### config.mk
export PLATFORM = sky130hd
export DESIGN_NAME = mac_acc
export DESIGN_NICKNAME = d
export VERILOG_FILES = /design/src/rtl/mac_acc.sv
export SDC_FILE = /design/constraint.sdc
export NUM_CORES = 2
export LEC_CHECK = 0
export ABC_AREA = 1
export CAP_MARGIN = 20
export CORE_MARGIN = 2
export CORE_UTILIZATION = 52
export DETAILED_ROUTE_END_ITERATION = 8
export PLACE_DENSITY = 0.75
export SETUP_SLACK_MARGIN = 0.05
export SLEW_MARGIN = 0
export SYNTH_ARGS = -nofsm -noshare
export SYNTH_HDL_FRONTEND = slang
export SYNTH_SLANG_ARGS = --single-unit
### constraint.sdc
create_clock -name clk -period 8.9 [get_ports clk]
set_clock_uncertainty 0.05 [all_clocks]
set_input_delay 2.67 -clock clk [delete_from_list [all_inputs] [get_ports clk]]
set_output_delay 2.67 -clock clk [all_outputs]
set_load 0.05 [all_outputs]
### src/rtl/mac_acc.sv
// Accumulates COLUMN signed partial-sum lanes over a first..last group and queues
// finished, per-lane saturated results in a 2-entry FIFO for writeback.
module mac_acc #(
    parameter int COLUMN = 6,
    parameter int OW     = 22,
    parameter int AW     = 32,
    parameter int RELU   = 0
) (
    input  logic                  clk,
    input  logic                  rst,
    input  logic [COLUMN*OW-1:0]  s_data,
    input  logic                  s_first,
    input  logic                  s_last,
    input  logic                  s_valid,
    output logic                  s_ready,
    output logic [COLUMN*AW-1:0]  m_data,
    output logic                  m_valid,
    input  logic                  m_ready,
    output logic [15:0]           grp_beats,
    output logic                  err
);

    typedef enum logic {IDLE, ACC} state_t;

    state_t                state, state_nxt;
    logic [COLUMN*AW-1:0]  acc;
    logic [15:0]           cnt, cnt_nxt;
    logic [COLUMN*AW-1:0]  sum_vec, push_vec;
    logic [COLUMN*AW-1:0]  fifo_data [2];
    logic [15:0]           fifo_beats [2];
    logic [1:0]            fifo_count;
    logic                  wr_ptr, rd_ptr;
    logic                  accept, push, pop, restart, proto_err;
    logic [AW-1:0]         base, sat;
    logic [AW:0]           ext, wide;

    assign s_ready   = !rst && (fifo_count < 2'd2);
    assign m_valid   = (fifo_count != 2'd0);
    assign m_data    = m_valid ? fifo_data[rd_ptr]  : '0;
    assign grp_beats = m_valid ? fifo_beats[rd_ptr] : '0;
    assign accept    = s_valid && s_ready;
    assign push      = accept && s_last;
    assign pop       = m_valid && m_ready;

    always_comb begin
        state_nxt = state;
        sum_vec   = '0;
        push_vec  = '0;
        base      = '0;
        sat       = '0;
        ext       = '0;
        wide      = '0;
        // A beat without an open group, or a first beat inside one, starts a fresh group.
        restart   = (state == IDLE) || s_first;
        proto_err = accept && ((state == IDLE) != s_first);
        cnt_nxt   = restart ? 16'd1 : ((cnt == 16'hFFFF) ? cnt : cnt + 16'd1);
        for (int unsigned j = 0; j < COLUMN; j++) begin
            base = restart ? '0 : acc[j*AW +: AW];
            ext  = {{(AW+1-OW){s_data[j*OW+OW-1]}}, s_data[j*OW +: OW]};
            wide = {base[AW-1], base} + ext;
            if (wide[AW] != wide[AW-1])
                sat = wide[AW] ? {1'b1, {(AW-1){1'b0}}} : {1'b0, {(AW-1){1'b1}}};
            else
                sat = wide[AW-1:0];
            sum_vec[j*AW +: AW]  = sat;
            push_vec[j*AW +: AW] = ((RELU != 0) && sat[AW-1]) ? '0 : sat;
        end
        if (accept)
            state_nxt = s_last ? IDLE : ACC;
    end

    always_ff @(posedge clk) begin
        if (rst)
            state <= IDLE;
        else
            state <= state_nxt;
    end

    always_ff @(posedge clk) begin
        if (rst) begin
            acc        <= '0;
            cnt        <= '0;
            err        <= 1'b0;
            fifo_count <= '0;
            wr_ptr     <= 1'b0;
            rd_ptr     <= 1'b0;
            for (int unsigned i = 0; i < 2; i++) begin
                fifo_data[i]  <= '0;
                fifo_beats[i] <= '0;
            end
        end else begin
            if (accept && !s_last) begin
                acc <= sum_vec;
                cnt <= cnt_nxt;
            end
            if (proto_err)
                err <= 1'b1;
            if (push) begin
                fifo_data[wr_ptr]  <= push_vec;
                fifo_beats[wr_ptr] <= cnt_nxt;
                wr_ptr             <= ~wr_ptr;
            end
            if (pop)
                rd_ptr <= ~rd_ptr;
            case ({push, pop})
                2'b10:   fifo_count <= fifo_count + 2'd1;
                2'b01:   fifo_count <= fifo_count - 2'd1;
                default: fifo_count <= fifo_count;
            endcase
        end
    end

endmodule

; Yosys cells after proc, flatten, opt, wreduce, memory -nomap -nowiden
; Memories as Yosys holds them, arrays and structs flattened. A register that Yosys moved wholly into a read port is not among the register bits.
; Index checks and enable logic that the tools add are counted.
[classes]
n_reduce_logical = 13
bitwise = 3
n_addsub = 9
order_cmp = 1
n_eq_ne = 10
mux = 39
[ops]
columns = cell, n
row1 = 32-bit 2-to-1 mux, 18
row2 = 192-bit 2-to-1 mux, 2
row3 = 32-bit by 22-bit adder with 33-bit output, 6
row4 = 192-bit OR reduction, 1
row5 = 16-bit 2-to-1 mux, 4
row6 = 16-bit by 1-bit adder with 16-bit output (second input constant), 1
row7 = 16-bit == test (second input constant), 1
row8 = 16-bit OR reduction, 1
row9 = 1-bit 2-to-1 mux, 14
row10 = 1-bit != test, 7
row11 = 1-bit logical AND, 6
row12 = 2-bit one-hot mux with 2 select lines, 1
row13 = 2-bit nonzero test, 2
row14 = 1-bit inverter, 3
row15 = 2-bit by 1-bit adder with 2-bit output (second input constant), 1
row16 = 2-bit by 1-bit == test with 1-bit output (second input constant), 1
row17 = 2-bit == test (second input constant), 1
row18 = 1-bit zero test, 2
row19 = 2-bit < comparator (second input constant), 1
row20 = 2-bit by 1-bit subtractor with 2-bit output (second input constant), 1
row21 = 1-bit logical OR, 1
[totals]
inputBits = 138
ram_bits = 416
n_memories = 2
register_bits = 214
elab_cells = 84
out_inout_bits = 211
[mem_list]
columns = name, words, width, read_ports, rd_ports_with_merged_regs, write_ports, line_no
row1 = fifo_data, 2, 192, 1, 1, 2, 29  ; logic [COLUMN*AW-1:0] fifo_data [2];
row2 = fifo_beats, 2, 16, 1, 1, 2, 30  ; logic [15:0] fifo_beats [2];

; Longest topological paths before layout
[depth]
word_depth = 9
ltp_mapped = 27
mapped_depth_nobuf = 23

; Worst setup path before layout
; OpenSTA, ideal clock, no wires.
[synth_timing]
kind = input to register
startpoint = in rst
endpoint = mem fifo_beats[0][0] (enable)
arrival_time_ns = 8.808
n_path_buf = 2
cell_stages = 9
path_slack_ns = -0.535
setup_ns = 0.577
cell_sequence = nor2_1 > nand2_1 > nor2_1 > inv_1 > nor2_1 > inv_2 > buf_2 > clkbuf_1 > nand2_1
[synth_rtl]
columns = item, line_no
row1 = from (decl), 10  ; input logic rst,
row2 = to (decl), 30

; Worst setup path in the final report
[layout_timing]
startpoint = in rst
endpoint = out s_ready
[layout_via]
elab_chain_cells = 2
[layout_rtl]
columns = item, line_no
row1 = 1-bit zero test, 37  ; assign s_ready = !rst && (fifo_count < 2'd2);
row2 = 1-bit logical AND, 37
row3 = to (decl), 15  ; output logic s_ready,
; No other way between the ends.

==> flow_summary.toml <==
[critical_path]
cp.required_ps = 6180
critPathArrivalTime_ps = 4450
critPathMaxStageDelay_ps = 840
r2r_cells = 15
cp_cell_sequence = "clkdlybuf4s50_1 -> nor2_1 -> clkdlybuf4s50_1"
regToRegSetupSlack_ps = 4220
critical_path_class = "in2out"
r2r_start = "state"
endpoint_kind = "output port"
r2r_end = "fifo_data[0][150]"
cpMostUsedCell = "clkdlybuf4s50_1"
start_kind = "input port"
cpMaxStageDelayCell = "clkdlybuf4s50_1"
crit_fanout = 5

[logic_synthesis]
syn-num-nets = 6448
yosys-top-cells-area = "edfxtp_1, nand2_1, dfxtp_1"
async_flop_share_pct = 0
ys.flop_type = "edfxtp_1"
ys_warn_count = 0
synth-edff-count = 416
netlist_area_um2 = 42500
yosysUniqueCellTypes = 35
syn_area_per_cell_um2 = 6.96
synth-seq-area-share_pct = 39.5
synth_area_leader_cell = "edfxtp_1"
syn_inst = 6109
yosysTopAreaCellShare_pct = 29.4
ys_ff_latch = 631

[cells_and_area]
nFillCells = 7497
nets = 6650
syn2layout_area_growth_pct = 15.3
insertedDiodeCount = 0
mostFrequentLayoutCells = "nand2_1, inv_1, a21oi_1"
final_util_pct = 60.7
layout_commonest_cell = "nand2_1"
drive_gt1_share_pct = 3.42

[sta]
setup_viol = 0
rsz0062_at_grt = "no"
period_share_pct = 80.5
slew_viol_final = 0
fin_setup_tns_ps = 0
slew_headroom_pct = 25.1
timing.fmax_mhz = 140
hold_viol_final = 0
worstMarginPinSlew_ps = 1120
period_needed_ps = 7170

[clock_tree]
root_buffer = "clkbuf_16"
cts_sinks = 631
cts_hold_buf = 0
tritoncts = "yes"
cts_made_buffers = 71
cts_setup_buffers = 0
clock_latency_ps = 620
clk_pin_slew_ps = 60
cts_resized = 0
cts-htree-levels = 3
clock_path_buffers = 3

[global_route]
overflow = 0
antenna_found_initial = 2
grt_max_degree = 221
gr-usage-all-layers_pct = 28.6
grt_first_pass_wirelength_um = 196000
grt_pass1_vias = 37300

[min_path]
min_from = "rd_ptr"
min_path_type = "reg2reg"
min_path_cells = 1

[placement]
port-buffer-count = 348
dp_hpwl_um = 85600
gp_congestion = 0.953

[flow_run]
maxCapViolations = 0

[routing]
drt_first_iter_violations = 2724
drt_pass1_iterations = 7
vias = 39100
drc = 0
via_per_inst = 5.26
wl_per_cell_um = 16.4
postRouteAntennaNets = 0
drt-total-wl_um = 122000

[floorplanning]
floorplan.core_area_um2 = 80700
dieArea_um2 = 84000
row_count = 104
ios = 349
die_x_um = 290
start_util_pct = 52.7
die_h_um = 290

[power]
power.leakage_nw = 24.8
p_per_area_nw_per_um2 = 169
peakVddDrop_mv = 0.164
power_mw = 8.30

[run_status]
status = "finished clean"
-- worst max path at each step --
| stage | start | end | slack (ps) | cells after the start |
|---|---|---|---|---|
| 2_1_floorplan | rst | fifo_beats[0][0] | 1410 | 9 |
| 3_3_place_gp | s_first | fifo_data[1][125] | 1270 | 23 |
| 3_5_place_dp | s_first | fifo_data[1][150] | 1440 | 17 |
| 4_1_cts | rst | s_ready | 1760 | 3 |
| 5_1_grt | rst | s_ready | 1680 | 3 |
| 6_report | rst | s_ready | 1730 | 3 |
-- registers in the layout (all words and copies together), names as in the netlist, named ones only --
register,count
fifo_beats,32
cnt,16
err,1
rd_ptr,1
fifo_count,2
state,1
wr_ptr,1
fifo_data,384
acc,192
-- final cells by class --
cell class | instances | area, um2 | share of cell area (%)
clock buffers | 98 | 1990 | 4.06
repair buffers | 392 | 3970 | 8.11
multi-input cells | 4266 | 21100 | 43.0
clock inverters | 33 | 277 | 0.564
flip-flops and latches | 631 | 16800 | 34.3
well taps | 1060 | 1330 | 2.71
inverters | 949 | 3590 | 7.32
-- worst max-delay path: cells and delay by family --
kind | cells | cell delay [ps]
buffers and inverters | 2 | 1510
and+or+nand+nor | 1 | 260
-- layer usage --
layer  track usage [%]  vias to the layer above  share of wire (%)
met3              3.84                      198                5.8
met5                 0                        -              0.022
met4              9.32                        4                3.0
met2              48.7                     1086                 48
li1                  -                    19800                  -
met1              37.7                    18000                 44
-- where the power goes --
part	internal [mW]	total (mW)	switching, mW
registers	3.29	3.37	0.0771
logic	0.573	2.04	1.46
clock network	1.66	2.89	1.23
-- logic make-up after synthesis --
logic type	after synthesis	share of synthesized area [%]
AO/OA/AOI/OAI	1081	14.0
XOR/XNOR	121	2.49
adder cells (fa/ha/maj)	201	6.02
buffers and inverters	1212	11.1
flip-flops	631	39.5
AND/OR/NAND/NOR	2863	26.8
-- Yosys cell counts, drive strengths merged (89+ instances only) --
cell type	count
a21oi	771
clkbuf	183
dfxtp	215
edfxtp	416
ha	195
inv	948
nand2	2076
nand3	267
nor2	440
o21a	138
o21ai	125
xor2	89
-- per-stage QoR --
stage / cell area [um2] / instances / hold slack, ps / setup slack (ps)
6_report: 49000 / 7429 / 402 / 1730
5_1_grt: 49000 / 7429 / 454 / 1680
4_1_cts: 48900 / 7426 / 398 / 1760
3_5_place_dp: 46700 / 7295 / 388 / 1440
3_3_place_gp: 46600 / 7292 / 373 / 1270
2_1_floorplan: 42500 / 6109 / 376 / 1410
Power figures use the tool's default switching activity.
==> edit: new RTL, same flow settings <==
Make the reset (`rst`) asynchronous in 2 clocked blocks.
--- a/src/rtl/mac_acc.sv
+++ b/src/rtl/mac_acc.sv
@@ -70,5 +70,5 @@
     end
 
-    always_ff @(posedge clk) begin
+    always_ff @(posedge clk or posedge rst) begin
         if (rst)
             state <= IDLE;
@@ -77,5 +77,5 @@
     end
 
-    always_ff @(posedge clk) begin
+    always_ff @(posedge clk or posedge rst) begin
         if (rst) begin
             acc        <= '0;
Check against the original RTL: not settled (the Yosys comparison gave no result); the edit may change what the design does.
==> edit against the original RTL <==
- core utilization fell by 0.59 points
- design area rose by 2.4%
- area after synthesis rose by 2.9%
- sequential share of layout area fell by 2.9 points
- via count rose by 8.3%
- sequential cell count fell by 1
- hold slack improved by 0.022 ns
- die area rose by 2.8%
- final cell count rose by 9.0%
- wire length rose by 9.5%
- synthesized cell count rose by 11%
- worst setup slack improved by 0.13 ns
- critical endpoint is now m_data[127]
Power is not compared: it rests on default switching activity, and its combinational part moved more than twofold at a synthesized area within 25%.
==> edit: results (changes against the original RTL) <==
Synthesis:
- The sequential-to-total area share from yosys stat came to 36.1% (-3.5 points).
- The number of flops mapped to enable cells by yosys came to 0 (-100%).
- After synthesis, the cell types taking the most area are sky130_fd_sc_hd__dfrtp_1, sky130_fd_sc_hd__nand2_1, sky130_fd_sc_hd__ha_1, sky130_fd_sc_hd__inv_1, sky130_fd_sc_hd__a21oi_1.
- Ranked by instance count, the synthesized netlist is headed by sky130_fd_sc_hd__nand2_1, sky130_fd_sc_hd__dfrtp_1, sky130_fd_sc_hd__inv_1.
- The net count after synthesis is 7103 (+10%).
- The predominant post-synthesis flop cell is sky130_fd_sc_hd__dfrtp_1.
- The number of distinct library cell variants in the gate-level netlist after synthesis is 46 (+31%).
- The share of flip-flops with an asynchronous set or reset after synthesis came to 100% (+100 points).

Critical path:
- The arrival time at the worst endpoint is 4.32 ns (-0.13 ns).
- The stage delay of the slowest cell on the critical path is 0.91 ns (+0.07 ns).
- The worst reg-to-reg setup slack came to 4.77 ns (+0.55 ns).
- The maximum net fanout on the critical path came to 82 (+77).
- The launch point of the worst path is rd_ptr$_DFFE_PP0P_.
- The launch point of the worst reg-to-reg path is state$_DFFE_PP0P_.

Detailed routing:
- The total vias in the final route is 42300 (+8.3%).
- The iteration-0 DRC count of the detailed router came to 2689 (-1.3%).
- The number of search-and-repair iterations in the first detailed-routing pass is 6 (-1).

Global routing:
- The pin count of the biggest net entering global routing is 200 (-9.5%).
- The number of global-route vias before repair is 41300 (+11%).
- The overall fraction of global-route tracks in use is 30.8% (+2.2 points).
- The global-route congestion overflow total is 0 (unchanged).
- The initial antenna violation count is 1 (-1).
- The global-route wire length before repair is 216000 um (+10%).

Clock tree:
- The number of CTS-inserted buffers is 73 (+2.8%).
- The number of setup buffers added after CTS was 0 (unchanged).

Final layout:
- The share of layout cells above drive strength 1 is 5.57% (+2.2 points).
- The final layout net count is 7301 (+9.8%).
- The fill cell total of the finished layout is 7962 (+6.2%).
- The area added between synthesis and finish is 14.8%.

Place:
- The total of buffers placed on input and output ports is 348 (unchanged).
- The weighted congestion at the end of routability-driven global placement is 0.967 (+1.5%).
- The half-perimeter wire length after detailed placement is 92000 um (+7.4%).

Min path:
- The path with the worst hold slack has its endpoint at fifo_data[340]$_DFFE_PP0P_.
- The hold path startpoint is fifo_data[340]$_DFFE_PP0P_.
- The depth of the worst hold-timing path came to 2 (+1).

Outcome:
- The run finished with clean final reports.
-- edit: cell count changes after synthesis, sizes merged, moves of 136 or more --
cell / before / now
dfxtp: 215 / 0
edfxtp: 416 / 0
dfrtp: 0 / 630
nor2: 440 / 304
o21a: 138 / 0
a21oi: 771 / 405
inv: 948 / 637
nand2: 2076 / 3740
-- edit: stage by stage --
| stage | area [um2] | TNS, ns | total power [mW] | hold slack (ns) | cells |
|---|---|---|---|---|---|
| after detailed placement | 47800 | 0 | 14.8 | 0.410 | 7967 |
| final | 50200 | 0 | 17.9 | 0.423 | 8094 |
| after floorplan | 43700 | -1526.40 | 11.8 | 0.394 | 6764 |
| after global routing | 50200 | 0 | 19.1 | 0.436 | 8094 |
| after global placement | 47800 | 0 | 14.7 | 0.409 | 7967 |
| after CTS | 50200 | 0 | 18.0 | 0.426 | 8094 |
-- edit: power groups by stage --
stage	Clock, mW	Combinational (mW)	Sequential (mW)
2_1_floorplan	0	7.09	4.75
3_3_place_gp	0	9.74	4.93
3_5_place_dp	0	9.85	4.94
4_1_cts	3.12	9.90	4.94
5_1_grt	3.22	10.8	5.10
6_report	3.08	9.89	4.95
-- edit: layout make-up --
class / count / area [um2] / area share (%)
Timing Repair Buffer: 381 / 3830 / 7.63
Clock inverter: 19 / 248 / 0.494
Clock buffer: 108 / 2170 / 4.33
Multi-Input combinational cell: 5238 / 24400 / 48.6
Sequential cell: 630 / 15800 / 31.4
Inverter: 638 / 2420 / 4.83
Tap cell: 1080 / 1350 / 2.69
-- edit: how the worst max path moves through the flow --
stage | end | slack [ns] | cells after the start
2_1_floorplan | acc[0]$_DFFE_PP0P_ | -2.42 | 1
3_3_place_gp | fifo_data[53]$_DFFE_PP0P_ | 2.04 | 20
3_5_place_dp | fifo_data[53]$_DFFE_PP0P_ | 1.98 | 20
4_1_cts | grp_beats[11] | 1.94 | 5
5_1_grt | grp_beats[8] | 1.77 | 5
6_report | m_data[127] | 1.86 | 5
-- edit: tightest hold or removal path: stages (launching register included) --
cell and delay, ns:
sky130_fd_sc_hd__dfrtp_1 0.34, sky130_fd_sc_hd__nand2_1 0.05, sky130_fd_sc_hd__nand2_1 0.05
-- edit: kinds of logic after synthesis --
kind of cell | synth area share [%]
and+or+nand+nor | 39.1
buffers and inverters | 8.25
AOI/OAI and AO/OA | 8.35
DFF | 36.1
adders and majority gates | 5.86
xor gates and xnor gates | 2.34
-- edit: per-layer routing --
layer / vias up / track usage, % / part of all wire (%)
met1: 19800 / 41.2 / 45
met2: 1207 / 52.0 / 47
met4: 2 / 9.99 / 3.1
li1: 21100 / - / -
met5: - / 0 / 0.010
met3: 221 / 3.63 / 5.4
